==> src/rtl/fcvt_sw_issue_ctrl.sv <==
// Issue sequencer for the shared FCVT.S.W converter: arbitrates requesters, registers the operand,
// and returns the truncated float result two cycles after the grant. Optional macro: FCVT_RR_ARB_EN.
module fcvt_sw_issue_ctrl #(
  parameter int NUM_REQ = 2,
  parameter int TAG_W   = 6,
  localparam int SRC_W  = $clog2(NUM_REQ)
) (
  input  logic                     clk,
  input  logic                     rst,
  input  logic                     flush,
  input  logic [NUM_REQ-1:0]       req_valid,
  output logic [NUM_REQ-1:0]       req_ready,
  input  logic [NUM_REQ*32-1:0]    req_data,
  input  logic [NUM_REQ*TAG_W-1:0] req_tag,
  output logic                     out_valid,
  input  logic                     out_ready,
  output logic [31:0]              out_data,
  output logic [TAG_W-1:0]         out_tag,
  output logic                     out_nx,
  output logic [SRC_W-1:0]         out_src,
  output logic                     busy
);

  typedef enum logic [1:0] {IDLE, CONV, DONE} state_t;

  state_t             state;
  logic [31:0]        op_q;
  logic [TAG_W-1:0]   tag_q;
  logic [SRC_W-1:0]   src_q;

  logic               can_issue;
  logic               hs;
  logic [NUM_REQ-1:0] gnt;
  logic [SRC_W-1:0]   gidx;
  logic [31:0]        sel_data;
  logic [TAG_W-1:0]   sel_tag;

  logic [31:0]        mag;
  logic [4:0]         msb;
  logic [30:0]        norm;
  logic [31:0]        cvt_f;
  logic               cvt_nx;

`ifdef FCVT_RR_ARB_EN
  logic [SRC_W-1:0]   rr_ptr;
`endif

  always_comb begin
    gnt       = '0;
    gidx      = '0;
    can_issue = (state == IDLE || (state == DONE && out_ready)) && !flush;
`ifdef FCVT_RR_ARB_EN
    // Search begins one past the last winner so every requester gets a turn.
    for (int off = 1; off <= NUM_REQ; off++) begin
      if (can_issue && gnt == '0 && req_valid[(int'(rr_ptr) + off) % NUM_REQ]) begin
        gnt[(int'(rr_ptr) + off) % NUM_REQ] = 1'b1;
        gidx = SRC_W'((int'(rr_ptr) + off) % NUM_REQ);
      end
    end
`else
    for (int i = NUM_REQ - 1; i >= 0; i--) begin
      if (can_issue && req_valid[i]) begin
        gnt    = '0;
        gnt[i] = 1'b1;
        gidx   = SRC_W'(i);
      end
    end
`endif
  end

  always_comb begin
    sel_data = '0;
    sel_tag  = '0;
    for (int i = 0; i < NUM_REQ; i++) begin
      if (gnt[i]) begin
        sel_data = req_data[32*i +: 32];
        sel_tag  = req_tag[TAG_W*i +: TAG_W];
      end
    end
  end

  assign req_ready = gnt;
  assign hs        = |gnt;
  assign busy      = (state != IDLE);

  // Normalising shift puts the leading one at bit 31 (dropped); bits 7:0 are what truncation discards.
  always_comb begin
    mag = op_q[31] ? (~op_q + 32'd1) : op_q;
    msb = '0;
    for (int i = 0; i < 32; i++) begin
      if (mag[i]) msb = 5'(i);
    end
    norm   = 31'(mag << (5'd31 - msb));
    cvt_nx = |norm[7:0];
    cvt_f  = (mag == 32'd0) ? 32'd0 : {op_q[31], 8'd127 + {3'd0, msb}, norm[30:8]};
  end

  always_ff @(posedge clk or posedge rst) begin
    if (rst) begin
      state     <= IDLE;
      out_valid <= 1'b0;
      out_data  <= '0;
      out_tag   <= '0;
      out_nx    <= 1'b0;
      out_src   <= '0;
      op_q      <= '0;
      tag_q     <= '0;
      src_q     <= '0;
`ifdef FCVT_RR_ARB_EN
      rr_ptr    <= SRC_W'(NUM_REQ - 1);
`endif
    end else begin
      if (flush) begin
        state     <= IDLE;
        out_valid <= 1'b0;
      end else begin
        case (state)
          IDLE: if (hs) state <= CONV;
          CONV: begin
            state     <= DONE;
            out_valid <= 1'b1;
            out_data  <= cvt_f;
            out_tag   <= tag_q;
            out_nx    <= cvt_nx;
            out_src   <= src_q;
          end
          DONE: if (out_ready) begin
            out_valid <= 1'b0;
            state     <= hs ? CONV : IDLE;
          end
          default: state <= IDLE;
        endcase
      end
      // hs already excludes flush, so capture needs no extra qualification.
      if (hs) begin
        op_q  <= sel_data;
        tag_q <= sel_tag;
        src_q <= gidx;
`ifdef FCVT_RR_ARB_EN
        rr_ptr <= gidx;
`endif
      end
    end
  end

endmodule

==> config.mk <==
export PLATFORM = sky130hd
export DESIGN_NAME = fcvt_sw_issue_ctrl
export DESIGN_NICKNAME = d
export VERILOG_FILES = /design/src/rtl/fcvt_sw_issue_ctrl.sv
export SDC_FILE = /design/constraint.sdc
export NUM_CORES = 1
export LEC_CHECK = 0
export ABC_CLOCK_PERIOD_IN_PS = 6800
export CORE_MARGIN = 3
export CORE_UTILIZATION = 30
export CTS_CLUSTER_SIZE = 10
export DETAILED_ROUTE_END_ITERATION = 10
export DONT_BUFFER_PORTS = 1
export SLEW_MARGIN = 40
export SYNTH_ARGS = -nofsm -noshare
export SYNTH_HDL_FRONTEND = slang
export SYNTH_SLANG_ARGS = --single-unit
==> constraint.sdc <==
create_clock -name clk -period 6.8 [get_ports clk]
set_input_delay 0.34 -clock clk [delete_from_list [all_inputs] [get_ports clk]]
set_output_delay 0.34 -clock clk [all_outputs]
set_load 0.005 [all_outputs]
==> summary.md, run 1 <==
| Metric | Value |
|---|---|
| Initial DRT Pass Iterations | `6` |
| Iteration-0 DRC Markers | `between 800 and 900` |
| CP max stage cell | `o221ai_1` |
| Port Buffers | `0` |
| Final setup TNS | `0 ns` |
| Leak | `0.00296 uW` |
| Clk sinks | `82` |
| YS warnings | `0` |
| Synth-to-layout area growth | `7.04%` |
| Layout cells sized above 1 | `9.15%` |
| Starting Density | `roughly 31%` |
| Die Ht | `159 um` |
| Largest net degree at the start of global routing | `83` |
| Max incr delay on CP | `0.69 ns` |
| Post-synthesis cell type count | `84` |
| Crit path kind | `flip-flop to flip-flop` |
| Fillers | `~2500` |
| Area of the mapped netlist | `7060 sq um` |
| Hold depth | `1` |
| Worst hold path type | `primary input to flip-flop` |
| GP Congestion | `0.949` |
| Clock transition at path regs | `~0.070 ns` |
| Row count | `55` |
| Seq/Total Area, Yosys | `approximately 29%` |
| Number of synthesized flops with an enable pin | `0` |
| CTS H-tree depth | `3` |
| Max_slew headroom | `a little over two fifths` |
| Crit path max-delay family | `compound AO/OA/AOI/OAI gates` |
| Grt total ovfl | `0` |
| DRC viols | `0` |
| Peak VDD IR | `0.141 mV` |
| Arr. time, crit path | `~5.8 ns` |
| First-pass GRT wire length | `36.1 mm` |
| Resize count post-CTS | `0` |
| Crit path time final | `about 5.6 ns` |
| Clock Skew | `0.00845 ns` |
| Vias/cell | `about 6.0` |
| DP Wirelength | `17.5 mm` |
| Ports | `126` |
| CTS tree | `built` |
| Endpoints failing setup | `0` |
| Vias in the first global route | `between 6000 and 7000` |
| Cell area after layout | `7560 sq um` |
| Synth Register Bits | `82` |
| Critical Path Stages | `14` |
| # diodes | `0` |
| All-Layer GR Usage | `17.5%` |
| Status | `complete, no violations` |
| Count of final hold-check violations | `0` |
| Worst skew pair latency | `0.36 ns` |
| Total Nets Final | `910` |
| Post-CTS setup repair buffer count | `0` |
| CP Buf/Inv Count | `1` |
| Worst-path maximum fanout | `17` |
| Async set or reset register ratio after synthesis | `100%` |
| Via Count | `~6800` |
| Worst EP required | `7.02 ns` |
| Core outline area | `22900 sq um` |
| Synth Net Count | `957` |
| CP cell instances | `inv_1, ha_1, nor2b_1, nand4_1, o311ai_0, o31ai_1, o221ai_1, o21a_1, and2_1, nor3_1, a22oi_1, a21oi_1, o41ai_2, o211ai_1` |
| CTS Buf Count | `9` |
| Setup crit start kind | `flip-flop` |
| RSZ-0062 raised after global routing | `no` |
| Synth Flop Type | `dfrtp_1` |
| Worst Tran Pin Value | `0.849 ns` |
| Highest achievable clock rate | `0.179 GHz` |
| Power per cell area | `398 nW/um^2` |
| Max-cap violations | `0` |
| Placed inst area | `7220 sq um` |
| Overall die area | `25400 sq um` |
| Tcrit/Tclk final | `82.2%` |
| Antenna violations before repair | `0` |
| DR WL/cell | `20.1 um` |
| Antenna Nets Post-Route | `0` |
| Avg Cell Area, Syn | `8.09 sq um` |
| Root buffer cell | `clkbuf_16` |
| Die width | `159 um` |
| Routed wire length | `23.0 mm` |
| CP endpoint kind | `flip-flop` |
| Gate Count Post-Synth | `873` |
| Hold-fix buffers, CTS | `0` |
| Max Slew Vio Count | `0` |
| Clock Path Buffers | `2` |
| Reg2Reg Depth | `14` |
-- path summary, 6_finish.rpt --
check	start	end	slack, ns
max in group asynchronous	rst	out_data[8]$_DFFE_PP0P_	6.30
min in group asynchronous	rst	tag_q[5]$_DFFE_PP0P_	0.06
max	op_q[0]$_DFFE_PP0P_	out_data[20]$_DFFE_PP0P_	1.21
max reg2reg	op_q[0]$_DFFE_PP0P_	out_data[20]$_DFFE_PP0P_	1.21
min	flush	state[1]$_DFFE_PP0P_	0.04
min reg2reg	tag_q[0]$_DFFE_PP0P_	out_tag[0]$_DFFE_PP0P_	0.47
-- cells in the final DEF (no fill, tap or decap), types with 6 or more instances in the layout --
| cell type | n |
|---|---|
| o211ai_1 | 6 |
| nand4_1 | 8 |
| nand2b_1 | 8 |
| a211oi_1 | 10 |
| nand3_1 | 9 |
| inv_1 | 10 |
| nor4_1 | 6 |
| nor2b_1 | 7 |
| o21ai_0 | 65 |
| nand2_1 | 130 |
| xnor2_1 | 21 |
| nor2_1 | 46 |
| or3_1 | 7 |
| nor3_1 | 21 |
| a22oi_1 | 62 |
| buf_4 | 12 |
| dfrtp_1 | 82 |
| o22ai_1 | 13 |
| a21oi_1 | 50 |
| o31ai_1 | 24 |
| and3_1 | 7 |
| a31oi_1 | 10 |
| mux2i_1 | 54 |
| or4_1 | 6 |
| or2_2 | 6 |
| xor2_1 | 12 |
| a41oi_1 | 6 |
| and2_1 | 11 |
| clkbuf_16 | 9 |
-- worst reg2reg max path, cell delays in order (launching register included) --
cell      delay (ns)
dfrtp_1         0.53
inv_1           0.17
ha_1            0.33
nor2b_1         0.36
nand4_1         0.45
o311ai_0        0.46
o31ai_1         0.17
o221ai_1        0.69
o21a_1          0.24
and2_1          0.68
nor3_1          0.32
a22oi_1         0.40
a21oi_1         0.14
o41ai_2         0.39
o211ai_1        0.13
-- synth_stat cells (8+ instances only) --
master    number  area, sq um
or3_1          8         50.1
a21oi_1       50          250
buf_2         11         55.1
a22oi_1       62          465
and2_1        11         68.8
dfrtp_1       82         2050
nand2_1      130          488
nor3_1        21          105
o21ai_0       65          325
inv_1         11         41.3
xnor2_1       21          184
o22ai_1       13         81.3
nor2_1        47          176
mux2i_1       54          541
a31oi_1       10         62.6
nand3_1        9         45.0
nand4_1        8         50.1
nand2b_1       8         50.1
nor2b_1        8         50.1
o31ai_1       24          180
a211oi_1      12         90.1
clkbuf_1      45          169
xor2_1        12          105
-- cells by family (layout without fill, tap and decap cells) --
logic type | count (synthesis) | in the layout | synth area share, %
compound gates | 314 | 314 | 30.7
xor+xnor | 34 | 34 | 4.32
fa+ha+maj | 2 | 2 | 0.354
buf+inv | 84 | 42 | 5.58
flops | 82 | 82 | 29.1
mux | 64 | 64 | 9.68
simple gates | 293 | 293 | 20.3
-- report_power, final --
group / leakage, uW / switching (uW) / internal (uW)
combinational: 0.00178 / 1070 / 601
sequential: 0.00102 / 183 / 625
clock: 0.000157 / 234 / 296
total: 0.00296 / 1490 / 1520
-- per-layer routing --
metal	track usage, %	wire, um
met1	25.7	11000
met2	25.5	9640
met3	3.72	1800
met5	0	0
met4	5.25	562
-- state kept, by name, summed over array words and instances, names as in the netlist --
name and cells:
out_src 1, tag_q 6, src_q 1, out_valid 1, out_data 32, state 2
op_q 32, out_nx 1, out_tag 6
-- metrics by stage --
stage / hold WS (ns) / setup slack [ns] / power (uW) / cells / utilization (%)
after floorplan: 0.403 / 2.70 / 2040 / 873 / -
after global placement: 0.409 / 1.44 / 2440 / 1128 / 31.5
after detailed placement: 0.411 / 1.39 / 2450 / 1128 / 31.5
after CTS: 0.0288 / 1.36 / 2990 / 1144 / 32.9
after global routing: 0.0273 / 0.819 / 3220 / 1144 / 33.0
final: 0.0396 / 1.21 / 3010 / 1144 / 33.0
-- final cells by class --
type | count | area, sq um | area share, %
clock buffers | 9 | 225 | 2.98
flip-flops and latches | 82 | 2050 | 27.2
clock inverters | 7 | 95.1 | 1.26
repair buffers | 13 | 104 | 1.37
inverters | 13 | 50.0 | 0.662
well taps | 313 | 392 | 5.18
multi-input cells | 707 | 4640 | 61.4
Note: power is estimated with default switching activity, not from simulation.
==> run 2, diff against run 1 <==
Settings changed: ABC_AREA set to 1, ABC_CLOCK_PERIOD_IN_PS 6800 to 5300.
Clock period 6.8 ns to 5.3 ns, I/O delays scaled along.
==> run 2 against run 1 <==
  * The run now ends with hold timing left
  * Utilization grew 0.27 points
  * Wire length shrank 18%
  * Critical path depth grew 10
  * Final area shrank 10%
  * Area after synthesis shrank 11%
  * Clock skew grew 0.0037 ns
  * Hold slack lost 0.053 ns
  * Clock power grew 23%
==> summary.md, run 2 <==
| Metric | Value |
|---|---|
| Highest achievable clock rate | `0.236 GHz` |
| Port Buffers | `0` |
| CTS tree | `built` |
| CP endpoint kind | `flip-flop` |
| CTS H-tree depth | `3` |
| # diodes | `0` |
| All-Layer GR Usage | `between 15 and 20%` |
| Count of final hold-check violations | `10` |
| Post-synthesis cell type count | `44` |
| Vias in the first global route | `5819` |
| Grt total ovfl | `0` |
| Power per cell area | `a little over 600 nW/um^2` |
| YS warnings | `0` |
| Largest registers | `op_q x32, out_data x32` |
| Post-Synth Simple-Gate Area | `41.0%` |
| Most instantiated library cell after synthesis | `nand2_1` |
| Routed wire length | `between 15 and 20 mm` |
| Max Slew Vio Count | `0` |
| Max-cap violations | `0` |
| Worst Tran Pin Value | `between 0.7 and 0.8 ns` |
| Resize count post-CTS | `0` |
| Leak | `0.00328 uW` |
| Sw frac | `52.9%` |
| Sw Pwr | `2210 uW` |
| Post-Synth Adder-Cell Area | `0.398%` |
| Int Pwr | `~2000 uW` |
| Clock Skew | `between 0.01 and 0.015 ns` |
| DR WL/cell | `~16 um` |
| Post-synthesis xor/xnor area fraction | `3.82%` |
| Row count | `52` |
| Arr. time, crit path | `4.53 ns` |
| Worst EP required | `~5.6 ns` |
| Fillers | `2291` |
| Ports | `126` |
| Reg power frac | `23.4%` |
| Final WS setup | `between 1 and 1.5 ns` |
| Clock share of power | `between 10% and 20%` |
| Endpoints failing setup | `0` |
| Die Ht | `151 um` |
| Comb power frac | `60.9%` |
| Max_slew headroom | `49.6%` |
| Synth Flop Type | `dfrtp_1` |
| Total Nets Final | `973` |
| Mux cell area share after synthesis | `0%` |
| Most frequent cells in the layout | `nand2_1 (274), nand3_1 (174), dfrtp_1 (82)` |
| Clock Path Buffers | `2` |
| Worst hold path type | `primary input to asynchronous set/reset pin` |
| Hold Slack | `-0.0138 ns` |
| Most common cell after layout, fill and taps aside | `nand2_1` |
| Initial DRT Pass Iterations | `5` |
| Pre-CTS setup slack | `1.09 ns` |
| Area leader, netlist | `dfrtp_1` |
| Worst-path maximum fanout | `16` |
| Clk sinks | `82` |
| Final setup TNS | `0 ns` |
| Failing checks | `hold timing` |
| Overall die area | `22700 sq um` |
| Area of the mapped netlist | `between 6000 and 7000 sq um` |
| Crit path time final | `4.24 ns` |
| CTS Buf Count | `9` |
| Peak VDD IR | `roughly 0.23 mV` |
| Iteration-0 DRC Markers | `407` |
| Worst skew pair latency | `about 0.36 ns` |
| Number of synthesized flops with an enable pin | `0` |
| Cell area after layout | `6790 sq um` |
| Synth top area share | `approximately a third` |
| Starting Density | `between 30 and 40%` |
| Via Count | `slightly below 6000` |
| Die width | `around 150 um` |
| Status | `complete, but fails checks` |
| GP Congestion | `0.874` |
| Antenna violations before repair | `0` |
| Layout cells sized above 1 | `10.3%` |
| Crit path kind | `flip-flop to flip-flop` |
| Antenna Nets Post-Route | `0` |
| Main combinational cell family by area after synthesis | `simple AND/OR/NAND/NOR gates` |
| Commonest cells in the netlist | `nand2_1 (275), nand3_1 (174), dfrtp_1 (82), inv_1 (79), o21ai_0 (59)` |
| Root buffer cell | `clkbuf_16` |
| Async set or reset register ratio after synthesis | `100%` |
| Synth-to-layout area growth | `8.11%` |
| First-pass GRT wire length | `roughly 31 mm` |
| Synth Register Bits | `82` |
| RSZ-0062 raised after global routing | `no` |
| Synth Net Count | `996` |
| Seq/Total Area, Yosys | `32.7%` |
| Largest cells by area after synthesis | `dfrtp_1 (33%), nand2_1 (16%), nand3_1 (14%)` |
| Setup crit start kind | `flip-flop` |
| Gate Count Post-Synth | `slightly above 900` |
| Tcrit/Tclk final | `80.0%` |
| Inst Count DP | `1147` |
| Avg Cell Area, Syn | `about 6.9 sq um` |
| DP Wirelength | `14.5 mm` |
| Non-Filler Instances | `between 1000 and 1500` |
| Clock transition at path regs | `0.06 ns` |
| Compound-Gate Fraction of Synth Area | `about an eighth` |
| Placed inst area | `6470 sq um` |
| DRC viols | `0` |
| Core outline area | `20400 sq um` |
| Vias/cell | `5.10` |
| Largest net degree at the start of global routing | `83` |
[run 2: changes by cell type in the layout (fill, tap and decap cells not counted), sizes merged, moves of 13 or more]
cell   previous run  this run
nand3             9       193
nand2           130       281
inv              15        83
mux2i            59         0
a21oi            51        12
a22oi            64        38
o31ai            26         2
xnor2            21         1
nor3             24         5
o22ai            13         0
[run 2: stage by stage]
| step | total power (uW) | utilization, % |
|---|---|---|
| 2_1_floorplan | 2950 | - |
| 3_3_place_gp | 3520 | 31.6 |
| 3_5_place_dp | 3510 | 31.7 |
| 4_1_cts | 4190 | 33.2 |
| 5_1_grt | 4610 | 33.2 |
| 6_report | 4170 | 33.2 |
[run 2: final cells by class]
cell class | count | area [sq um] | area share, %
multi-input combinational | 697 | 3650 | 53.8
sequential | 82 | 2050 | 30.2
tap | 270 | 338 | 4.97
inverter | 85 | 320 | 4.72
clock buffer | 11 | 243 | 3.57
timing repair buffer | 14 | 121 | 1.79
clock inverter | 5 | 62.6 | 0.921
[run 2: cells by family after synthesis]
group / count (synthesis)
buffers and inverters: 133
DFF: 82
adders and majority gates: 2
and+or+nand+nor: 542
AOI/OAI and AO/OA: 129
xor gates and xnor gates: 24
[run 2: worst paths after layout]
kind                                startpoint                  endpoint  slack [ns]  cells past startpoint
setup / recovery           op_q[0]$_DFFE_PP0P_  out_data[27]$_DFFE_PP0P_        1.06                     24
hold / removal                             rst      op_q[30]$_DFFE_PP0P_       -0.01                      2
setup reg to reg           op_q[0]$_DFFE_PP0P_  out_data[27]$_DFFE_PP0P_        1.06                     24
hold reg to reg             out_nx$_DFFE_PP0P_        out_nx$_DFFE_PP0P_        0.51                      2
max in group asynchronous                  rst  out_data[13]$_DFFE_PP0P_        4.86                      2
min in group clk                     out_ready     out_valid$_DFFE_PP0P_        0.02                      1
[run 2: power by group through the flow]
| stage | Sequential, uW | Combinational [uW] | Clock [uW] |
|---|---|---|---|
| finish | 977 | 2540 | 655 |
| global route | 1000 | 2900 | 703 |
| CTS | 985 | 2530 | 674 |
| detailed placement | 996 | 2510 | 0 |
| global placement | 991 | 2530 | 0 |
| floorplan | 942 | 2010 | 0 |
[run 2: metal layers]
metal | vias to the layer above | part of all wire [%] | global-route usage, %
li1 | 2982 | - | -
met1 | 2779 | 46 | 23.2
met2 | 153 | 47 | 27.2
met3 | 23 | 4.7 | 3.22
met4 | 0 | 2.1 | 4.90
met5 | - | 0 | 0
[run 2: what timing repair did]
action,in CTS,in global routing
hold buffers,1,0
hold endpoints to repair,2,0
buffers inserted,0,0
[run 2: critical path, stage by stage, from the launching register on]
cell	delay, ns
dfrtp_1	0.41
inv_1	0.14
ha_1	0.21
nand2_2	0.09
nor2_2	0.13
nand3_2	0.10
nor2_2	0.17
nand4_2	0.14
nor3_4	0.19
nor2_1	0.08
xor2_1	0.37
inv_1	0.07
nor2_1	0.14
nand2_1	0.08
nor2_1	0.27
inv_1	0.09
o21ai_2	0.39
nor2_1	0.08
nand2_1	0.13
nand2_2	0.11
nor2_4	0.36
inv_2	0.12
a31oi_1	0.16
a21oi_1	0.05
nand2_1	0.07
==> run 3, diff against run 2 <==
Settings changed: ABC_AREA 1 to 0, ABC_CLOCK_PERIOD_IN_PS 5300 to 4500.
Clock period 5.3 ns to 4.5 ns, I/O delays scaled along.
==> run 3 against run 2 <==
  * The flow now finishes without violations
  * Sequential share of layout area shrank 5.1 points
  * Critical endpoint is now out_data[22]$_DFFE_PP0P_
  * Largest power group unchanged
  * Sequential power grew 22%
  * Final area grew 20%
  * Highest routed layer unchanged
  * Count of clock-buffer cells in the layout shrank 2
  * Non-clock buffer count grew 67
  * Wire length grew 25%
  * Worst setup slack lost 0.94 ns
  * Power grew 17%
  * Register-to-register slack lost 0.94 ns
==> summary.md, run 3 (same netlist as run 1, synthesis figures left out) <==
| Metric | Value |
|---|---|
| Crit path time final | `4.39 ns` |
| DR WL/cell | `19.5 um` |
| Status | `complete, no violations` |
| Grt total ovfl | `0` |
| DP Wirelength | `18.4 mm` |
| Finished Core Util | `35.7%` |
| Arr. time, crit path | `4.63 ns` |
| Worst EP required | `4.74 ns` |
| Reg power frac | `between 20% and 30%` |
| WL met1 | `~11 mm` |
| Synth-to-layout area growth | `15.8%` |
| Max_slew headroom | `55.2%` |
| Endpoints failing setup | `0` |
| Count of final hold-check violations | `0` |
| Placed inst area | `approximately 7700 sq um` |
| Final WS setup | `about 0.11 ns` |
| Antenna violations before repair | `0` |
| Metal3 WL | `~1.8 mm` |
| Final setup TNS | `0 ns` |
| Highest achievable clock rate | `0.228 GHz` |
| Row count | `55` |
| Cell area after layout | `8170 sq um` |
| Clk sinks | `82` |
| Clock Path Buffers | `2` |
| Largest registers | `op_q x32, out_data x32` |
| Fillers | `2424` |
| Max Used Layer | `met4` |
| Max-cap violations | `0` |
| Sw frac | `47.8%` |
| RSZ-0062 raised after global routing | `no` |
| Die Ht | `159 um` |
| # diodes | `0` |
| Layout cells sized above 1 | `between 10% and 20%` |
| Die width | `between 150 and 200 um` |
| Most frequent cells in the layout | `nand2_1 (130), dfrtp_1 (81), buf_4 (78)` |
| Leak | `0.00331 uW` |
| DRC viols | `0` |
| Worst Tran Pin Value | `0.666 ns` |
| CP max stage cell | `or4_4` |
| Largest net degree at the start of global routing | `48` |
| Comb power frac | `59.2%` |
| CP endpoint kind | `flip-flop` |
| Crit path max-delay family | `simple AND/OR/NAND/NOR gates` |
| Starting Density | `a little over 30%` |
| Vias/cell | `5.86` |
| CTS tree | `built` |
| Non-Filler Instances | `1213` |
| Sw Pwr | `2330 uW` |
| Most common cell after layout, fill and taps aside | `nand2_1` |
| All-Layer GR Usage | `18.0%` |
| Total Nets Final | `979` |
| Ports | `126` |
| Clock transition at path regs | `0.08 ns` |
| Power per cell area | `between 500 and 600 nW/um^2` |
| CP cell instances | `or4_4, o41ai_4, xor2_2, and2_1, o2111ai_1, and4b_1, o32a_2, buf_12, mux2i_1, buf_4, mux2i_1, mux2i_1, or3_1, a41o_1` |
| Clock Skew | `between 0.01 and 0.015 ns` |
| Metal2 WL | `10.1 mm` |
| Port Buffers | `0` |
| Vias in the first global route | `6722` |
| Worst hold path type | `primary input to flip-flop` |
| Max incr delay on CP | `0.65 ns` |
| CTS H-tree depth | `3` |
| Int Pwr | `2550 uW` |
| Max Slew Vio Count | `0` |
| Routed wire length | `23.7 mm` |
| Tcrit/Tclk final | `between 90% and 100%` |
| Setup crit start kind | `flip-flop` |
| Crit path kind | `flip-flop to flip-flop` |
| Iteration-0 DRC Markers | `1033` |
| Antenna Nets Post-Route | `0` |
| Clock share of power | `16.5%` |
| Initial DRT Pass Iterations | `7` |
| Inst Count DP | `1193` |
| First-pass GRT wire length | `37.4 mm` |
| Worst-path maximum fanout | `24` |
| Root buffer cell | `clkbuf_16` |
| CP dominant cell by count | `mux2i_1` |
| Overall die area | `25400 sq um` |
| CTS Buf Count | `9` |
| GP Congestion | `1.00` |
| Core outline area | `22900 sq um` |
| Peak VDD IR | `between 0.2 and 0.25 mV` |
| CP Buf/Inv Count | `2` |
| Pre-CTS setup slack | `0.0517 ns` |
| Worst skew pair latency | `0.36 ns` |
| Via Count | `7107` |
-- run 3: through the flow --
step	hold WS (ns)	power, uW
finish	0.0171	4880
global route	0.0316	5200
CTS	0.0137	4780
detailed placement	0.209	3960
global placement	0.199	3950
floorplan	0.288	3080
-- run 3: worst paths after layout --
path                                       from                       end  slack [ns]  cells after the start
setup / recovery            op_q[5]$_DFFE_PP0P_  out_data[22]$_DFFE_PP0P_        0.11                     14
hold / removal                     req_valid[1]         src_q$_DFFE_PP0P_        0.02                      2
setup reg to reg            op_q[5]$_DFFE_PP0P_  out_data[22]$_DFFE_PP0P_        0.11                     14
hold reg to reg            tag_q[0]$_DFFE_PP0P_    out_tag[0]$_DFFE_PP0P_        0.47                      2
max in group asynchronous                   rst       op_q[3]$_DFFE_PP0P_        3.11                      3
min in group asynchronous                   rst   out_data[9]$_DFFE_PP0P_        0.38                      2
-- run 3: worst reg2reg max path, delay by kind of cell (launching register included) --
kind            cells  cell delay (ns)
simple gates        4             1.42
compound gates      4             1.15
mux                 3             0.61
flops               1             0.48
buf+inv             2             0.35
xor+xnor            1             0.25
-- run 3: cell type report --
type	instances	area, sq um	area share [%]
well taps	313	392	4.79
flip-flops and latches	82	2050	25.1
clock inverters	7	90.1	1.10
repair buffers	81	626	7.65
multi-input cells	708	4740	58.0
inverters	13	50.0	0.612
clock buffers	9	225	2.76
-- run 3: power by group through the flow --
stage | registers, uW | clock network [uW] | logic, uW
2_1_floorplan | 1080 | 0 | 2000
3_3_place_gp | 1200 | 0 | 2750
3_5_place_dp | 1200 | 0 | 2760
4_1_cts | 1190 | 818 | 2770
5_1_grt | 1220 | 846 | 3130
6_report | 1190 | 803 | 2890
-- run 3: what timing repair did --
action                                  4_1_cts  5_1_grt
buffers inserted                              0        1
hold buffers                                  2        0
resized for setup                             0       21
endpoints found under the hold margin        37        0
endpoints found under the setup margin        0       26
-- run 3: metal layers --
layer | track usage (%) | vias to the layer above
li1 | - | 3334
met1 | 25.8 | 3379
met2 | 26.8 | 349
met3 | 3.98 | 45
met4 | 5.41 | 0
met5 | 0 | -
